`config.mk`:
```
export PLATFORM = sky130hd
export DESIGN_NAME = oqpsk_bit_feeder
export DESIGN_NICKNAME = d
export VERILOG_FILES = /design/src/rtl/oqpsk_bit_feeder_pkg.sv /design/src/rtl/oqpsk_byte_fifo.sv /design/src/rtl/oqpsk_bit_feeder.sv
export SDC_FILE = /design/constraint.sdc
export NUM_CORES = 1
export LEC_CHECK = 0
export CORE_ASPECT_RATIO = 1.4
export CORE_UTILIZATION = 56
export CTS_CLUSTER_DIAMETER = 40
export DETAILED_ROUTE_END_ITERATION = 6
export MAX_ROUTING_LAYER = met4
export PLACE_DENSITY = 0.79
export SLEW_MARGIN = 20
export SYNTH_ARGS = -nofsm -noshare
export SYNTH_HDL_FRONTEND = slang
export SYNTH_HIERARCHICAL = 1
export SYNTH_SLANG_ARGS = --single-unit
export TNS_END_PERCENT = 1
```
`constraint.sdc`:
```
create_clock -name clk -period 4.2 [get_ports clk]
set_clock_uncertainty 0.15 [all_clocks]
set_input_delay 0.63 -clock clk [delete_from_list [all_inputs] [get_ports clk]]
set_output_delay 0.63 -clock clk [all_outputs]
set_load 0.005 [all_outputs]
```
`src/rtl/oqpsk_bit_feeder_pkg.sv`:
```
// Shared types and constants for the OQPSK bit feeder.
// The wrap address is the last ROM address the modulator visits before latching a new bit.
package oqpsk_bit_feeder_pkg;

  typedef enum logic [1:0] {
    IDLE  = 2'd0,
    RUN   = 2'd1,
    FLUSH = 2'd2
  } state_e;

  localparam int PS_SMPLS_DEF = 50;

  function automatic logic [5:0] wrap_addr(input int ps_smpls);
    return 6'(ps_smpls - 1);
  endfunction

  localparam logic [5:0] WRAP_ADDR = wrap_addr(PS_SMPLS_DEF);

endpackage

```
`src/rtl/oqpsk_byte_fifo.sv`:
```
// Synchronous byte FIFO; registered state, rdata shows the head entry combinationally.
// A push while full is dropped unless a pop happens in the same cycle.
module oqpsk_byte_fifo #(
  parameter int DEPTH = 4,
  parameter int W     = 8
) (
  input  logic                   clk,
  input  logic                   reset,
  input  logic                   push_i,
  input  logic [W-1:0]           wdata_i,
  input  logic                   pop_i,
  output logic [W-1:0]           rdata_o,
  output logic                   full_o,
  output logic                   empty_o,
  output logic [$clog2(DEPTH):0] count_o
);

  localparam int AW = $clog2(DEPTH);
  localparam logic [AW:0] DEPTH_C = (AW+1)'(DEPTH);

  logic [W-1:0]  mem_q [DEPTH];
  logic [AW-1:0] wr_q;
  logic [AW-1:0] rd_q;
  logic [AW:0]   cnt_q;
  logic          do_push;
  logic          do_pop;

  assign do_pop  = pop_i && (cnt_q != '0);
  assign do_push = push_i && ((cnt_q != DEPTH_C) || do_pop);

  always_ff @(posedge clk or negedge reset) begin
    if (!reset) begin
      wr_q  <= '0;
      rd_q  <= '0;
      cnt_q <= '0;
    end else begin
      if (do_push) wr_q <= wr_q + 1'b1;
      if (do_pop)  rd_q <= rd_q + 1'b1;
      case ({do_push, do_pop})
        2'b10:   cnt_q <= cnt_q + 1'b1;
        2'b01:   cnt_q <= cnt_q - 1'b1;
        default: cnt_q <= cnt_q;
      endcase
    end
  end

  always_ff @(posedge clk) begin
    if (do_push) mem_q[wr_q] <= wdata_i;
  end

  assign rdata_o = mem_q[rd_q];
  assign full_o  = (cnt_q == DEPTH_C);
  assign empty_o = (cnt_q == '0);
  assign count_o = cnt_q;

endmodule

```
`src/rtl/oqpsk_bit_feeder.sv`:
```
// Buffers bytes and serializes them MSB-first to the OQPSK modulator, advancing one bit per ROM wrap, then zero-pads.
// Bits change one clk after the consume event; byte_ready drops only when the FIFO is full.
module oqpsk_bit_feeder
  import oqpsk_bit_feeder_pkg::*;
#(
  parameter int DIV        = 8,
  parameter int REQ_HI     = 2,
  parameter int SETTLE     = 3,
  parameter int PS_SMPLS   = PS_SMPLS_DEF,
  parameter int FIFO_DEPTH = 4,
  parameter int FLUSH_BITS = 6
) (
  input  logic       clk,
  input  logic       reset,
  input  logic [7:0] byte_data,
  input  logic       byte_valid,
  output logic       byte_ready,
  input  logic [5:0] add_i,
  input  logic [5:0] add_q,
  output logic       req_sample,
  output logic       bit_out,
  output logic       en_out,
  output logic       busy,
  output logic       underrun
);

  localparam int PW = $clog2(DIV);
  localparam int FW = $clog2(FLUSH_BITS + 1);
  localparam logic [5:0] WRAP = wrap_addr(PS_SMPLS);

  state_e                        state_q, state_d;
  logic [PW-1:0]                 phase_q, phase_d;
  logic [7:0]                    sh_q, sh_d;
  logic [2:0]                    cnt_q, cnt_d;
  logic [FW-1:0]                 flush_q, flush_d;
  logic                          bit_q, bit_d;
  logic                          en_q, en_d;
  logic                          req_q, req_d;
  logic                          urun_q, urun_d;
  logic                          pend_q, pend_d;
  logic                          cev;
  logic                          fifo_pop;
  logic                          fifo_full;
  logic                          fifo_empty;
  logic [7:0]                    fifo_dat;
  logic [$clog2(FIFO_DEPTH):0]   fifo_cnt;

  oqpsk_byte_fifo #(.DEPTH(FIFO_DEPTH), .W(8)) u_fifo (
    .clk     (clk),
    .reset   (reset),
    .push_i  (byte_valid && byte_ready),
    .wdata_i (byte_data),
    .pop_i   (fifo_pop),
    .rdata_o (fifo_dat),
    .full_o  (fifo_full),
    .empty_o (fifo_empty),
    .count_o (fifo_cnt)
  );

  // Flags and occupancy must never disagree.
  always_comb begin
    assert (fifo_empty == (fifo_cnt == '0));
  end

  assign cev = (state_q != IDLE) && (phase_q == PW'(SETTLE)) && ((add_i == WRAP) || (add_q == WRAP));

  always_comb begin
    state_d  = state_q;
    sh_d     = sh_q;
    cnt_d    = cnt_q;
    flush_d  = flush_q;
    bit_d    = bit_q;
    en_d     = en_q;
    urun_d   = urun_q;
    pend_d   = pend_q;
    fifo_pop = 1'b0;
    phase_d  = (state_q == IDLE || phase_q == PW'(DIV - 1)) ? '0 : phase_q + 1'b1;

    case (state_q)
      IDLE: begin
        if (!fifo_empty) begin
          fifo_pop = 1'b1;
          sh_d     = fifo_dat;
          bit_d    = fifo_dat[7];
          cnt_d    = '0;
          pend_d   = 1'b0;
          en_d     = 1'b1;
          phase_d  = '0;
          state_d  = RUN;
        end
      end
      RUN: begin
        if (cev) begin
          // pend_q: byte reloaded out of FLUSH, a zero is still on the line.
          if (pend_q) begin
            pend_d = 1'b0;
            bit_d  = sh_q[7];
          end else if (cnt_q != 3'd7) begin
            sh_d  = {sh_q[6:0], 1'b0};
            bit_d = sh_q[6];
            cnt_d = cnt_q + 3'd1;
          end else if (!fifo_empty) begin
            fifo_pop = 1'b1;
            sh_d     = fifo_dat;
            bit_d    = fifo_dat[7];
            cnt_d    = '0;
          end else begin
            bit_d   = 1'b0;
            flush_d = FW'(FLUSH_BITS);
            state_d = FLUSH;
          end
        end
      end
      FLUSH: begin
        if (!fifo_empty) begin
          fifo_pop = 1'b1;
          sh_d     = fifo_dat;
          cnt_d    = '0;
          pend_d   = 1'b1;
          urun_d   = 1'b1;
          state_d  = RUN;
        end else if (cev) begin
          if (flush_q == FW'(1)) begin
            en_d    = 1'b0;
            phase_d = '0;
            state_d = IDLE;
          end else begin
            flush_d = flush_q - FW'(1);
          end
        end
      end
      default: state_d = IDLE;
    endcase

    req_d = (state_d != IDLE) && (phase_d < PW'(REQ_HI));
  end

  always_ff @(posedge clk or negedge reset) begin
    if (!reset) begin
      state_q <= IDLE;
      phase_q <= '0;
      sh_q    <= '0;
      cnt_q   <= '0;
      flush_q <= '0;
      bit_q   <= 1'b0;
      en_q    <= 1'b0;
      req_q   <= 1'b0;
      urun_q  <= 1'b0;
      pend_q  <= 1'b0;
    end else begin
      state_q <= state_d;
      phase_q <= phase_d;
      sh_q    <= sh_d;
      cnt_q   <= cnt_d;
      flush_q <= flush_d;
      bit_q   <= bit_d;
      en_q    <= en_d;
      req_q   <= req_d;
      urun_q  <= urun_d;
      pend_q  <= pend_d;
    end
  end

  assign byte_ready = !fifo_full;
  assign req_sample = req_q;
  assign bit_out    = bit_q;
  assign en_out     = en_q;
  assign busy       = (state_q != IDLE);
  assign underrun   = urun_q;

endmodule

```
==> impl_metrics.csv <==
group,metric,value,unit
status,outcome,"completed",
detailed_routing,wl_per_cell,15.6,um
detailed_routing,wl,4900,um
detailed_routing,drtPass1Iterations,4,
finish,post-route-util,69.7,%
grt,grt_pass1_vias,1904,
detailed_routing,postRouteAntennaNets,0,
pwr,peakVddDrop,0.000358,V
logic_synthesis,synth_fp_nets,249,
die,die-height,87.2,um
die,start_util,59.0,%
logic_synthesis,synth_area,2900,um2
timing,finalCritPeriodShare,79.6,%
placement,gp_congestion,0.847,
detailed_routing,via_per_inst,5.80,
logic_synthesis,yosys.area_share.adder,5.87,%
setup_path,cpLargestDelayFamily,"simple AND/OR/NAND/NOR gates",
timing,fin_setup_tns,0,ns
cts,numCtsBuffers,9,
cts,cts_root_buf,"clkbuf_8",
logic_synthesis,netlist.area_leader.share,33.1,%
placement,placed_area,3250,um2
job,cap_violations,0,
logic_synthesis,synth_compound_area_share,11.6,%
placement,portBuffers,28,
finish,final_nets,282,
die,die-area,5470,um2
timing,layout_setup_ws,0.857,ns
timing,worst_pin_slew,0.928,ns
detailed_routing,drc,0,
cts,path_clk_slew,0.08,ns
finish,area_delta_synth_final,18.1,%
logic_synthesis,synthMuxAreaShare,7.81,%
setup_path,crit_chain,"clkdlybuf4s50_1, nand4b_1, or4b_4, a21oi_1, buf_4, or2_2, o31a_2, ha_1, inv_1, fa_1, xor2_1, nor2_1, xor2_1",
logic_synthesis,synth_top_area_cell,"edfxtp_1",
cts,holdBufCountCts,0,
cts,clkLatencyLatePin,0.34,ns
setup_path,worst_path_max_delay_cell,"or4b_4",
setup_path,worstPathMaxFanout,6,
setup_path,path_class,"in -> reg",
cts,cts_max_path_buffers,2,
timing,maxSlewViolCount,0,
setup_path,critical_path_required,4.31,ns
logic_synthesis,synth-simple-area-share,9.23,%
grt,antenna_found_initial,0,
finish,drive_gt1_share,15.9,%
logic_synthesis,async_reset_ff_share,49.2,%
grt,grt_start_max_net_pins,32,
die,rows,30,
cts,htreeDepth,3,
placement,dp_hpwl,3490,um
timing,timing.fmax,299,MHz
setup_path,crit_path_start_kind,"input port",
setup_path,arrival,3.46,ns
logic_synthesis,synth_warnings,6,
logic_synthesis,synth_enable_flop_cells,32,
logic_synthesis,synthXorXnorAreaFrac,1.81,%
timing,rsz0062_at_grt,"no",
setup_path,end_kind,"register",
detailed_routing,num_vias,1826,
placement,dp_slack,0.517,ns
die,fp.dieW,62.8,um
grt,grt.total_usage,21.3,%
cts,clock-sinks,63,
pwr,cellLeakagePower,1.40,nW
timing,setup_viol,0,
logic_synthesis,syn_inst,213,
die,core,4920,um2
logic_synthesis,ys_ff_latch,63,
cts,post-cts-setup-buffers,0,
pwr,power_density,447,nW/um2
logic_synthesis,synth_seq_area_share,59.9,%
worst_hold_path,hold_class,"reg -> reg",
logic_synthesis,synth_area_leaders,"edfxtp_1 33%, dfrtp_1 27%, mux4_2 6.2%, ha_1 5.2%, inv_1 2.6%",
setup_path,cp_common_cell,"xor2_1",
setup_path,slowest_delay,0.52,ns
finish,num-fill-cells,368,
logic_synthesis,synth_top_family_by_area,"compound AO/OA/AOI/OAI gates",
grt,overflow,0,
timing,min_period,3.34,ns
grt,grt_pass1_wl,8180,um
logic_synthesis,syn_area_per_cell,13.6,um2
setup_path,crit_buf_inv,3,
timing,relSlewSlack,37.9,%
finish,final_cell_area,3430,um2
detailed_routing,drt_iter0_markers,115,
logic_synthesis,synth_top_flop_cell,"edfxtp_1",
cts,cts_tree,"yes",
die,io_pins,29,
cts,cts_resized,0,
finish,diodes,0,
pwr,fin_total_pwr,0.00153,W
timing,hold_viol_final,0,
logic_synthesis,yosys.cell_types.count,53,
-- synthesized netlist by cell type, types with 2 or more instances --
cell / instances
edfxtp_1: 32
dfrtp_1: 31
inv_1: 20
nor2_1: 13
ha_1: 12
a21oi_1: 8
mux4_2: 8
nand2_1: 7
clkbuf_1: 6
nand3_1: 5
o21bai_1: 5
o221a_1: 5
and2_2: 4
o21ai_0: 4
a22o_1: 3
xnor2_1: 3
xor2_1: 3
a21o_1: 2
a31oi_1: 2
buf_2: 2
mux2i_1: 2
nor3_1: 2
o211ai_1: 2
o22a_1: 2
or3_1: 2
-- path summary, 6_finish.rpt --
path | from | to | slack [ns] | depth (start not counted)
worst min-delay path | phase_q[0] | phase_q[0] | 0.28 | 1
worst min register to register | phase_q[0] | phase_q[0] | 0.28 | 1
worst max-delay path | add_i[4] | u_fifo/count_o[2] | 0.86 | 13
worst max register to register | phase_q[0] | u_fifo/count_o[2] | 0.88 | 15
max in group asynchronous | reset | sh_q[0] | 3.09 | 2
min in group asynchronous | reset | flush_q[0] | 0.52 | 2
-- metrics by stage --
step,hold WS (ns),std cells
final,0.285,315
after global routing,0.314,315
after CTS,0.289,315
after detailed placement,0.279,299
after global placement,0.275,299
after floorplan,0.184,213
-- cell families (layout without fill, tap and decap cells) --
group                      after synthesis  in the layout
DFF                                     63             63
and+or+nand+nor                         47             47
AOI/OAI and AO/OA                       43             43
buffers and inverters                   29             67
adders and majority gates               13             13
muxes                                   12             12
xor gates and xnor gates                 6              6
-- power breakdown --
part           internal (W)  total [W]  switching [W]
clock network      0.000219   0.000467       0.000248
logic              0.000131   0.000265       0.000134
registers          0.000754   0.000800      0.0000456
total               0.00110    0.00153       0.000428
-- sequential cells by signal, summed over array words and instances (netlist names), 2 cells and up --
name            flops
u_fifo/rd_q         2
sh_q                8
state_q             2
flush_q             3
u_fifo/wr_q         2
u_fifo/count_o      3
u_fifo/mem_q       32
cnt_q               3
phase_q             3
-- routing by layer --
metal | up-vias | GRT usage [%] | wire length, um
met5 | - | - | 0
met3 | 10 | 6.41 | 243
met1 | 904 | 20.5 | 1880
met4 | 0 | 12.3 | 103
met2 | 50 | 37.6 | 2680
li1 | 862 | - | -
-- placed cells by master (no fill, tap or decap), types with 2 or more instances in the layout --
cell type / instances
a21oi_1: 8
clkdlybuf4s50_1: 28
nand3_1: 5
inv_6: 3
o22a_1: 2
nor3_1: 2
o221a_1: 5
edfxtp_1: 32
mux4_2: 8
inv_1: 20
a22o_1: 3
o21ai_0: 4
buf_4: 3
a31oi_1: 2
mux2i_1: 2
o211ai_1: 2
dfrtp_1: 31
nand2_1: 7
xor2_1: 3
and2_2: 4
a21o_1: 2
clkinvlp_4: 2
ha_1: 12
nor2_1: 13
or3_1: 2
clkbuf_8: 9
xnor2_1: 3
o21bai_1: 5
-- cell type report --
class                      instances  area (um2)  area share [%]
sequential                        63        1740            50.7
multi-input combinational        121        1050            30.7
timing repair buffer              31         303            8.84
clock buffer                       9         124            3.62
tap                               64        80.1            2.34
inverter                          20        75.1            2.19
clock inverter                     7        55.1            1.61
Power figures use the tool's default switching activity.
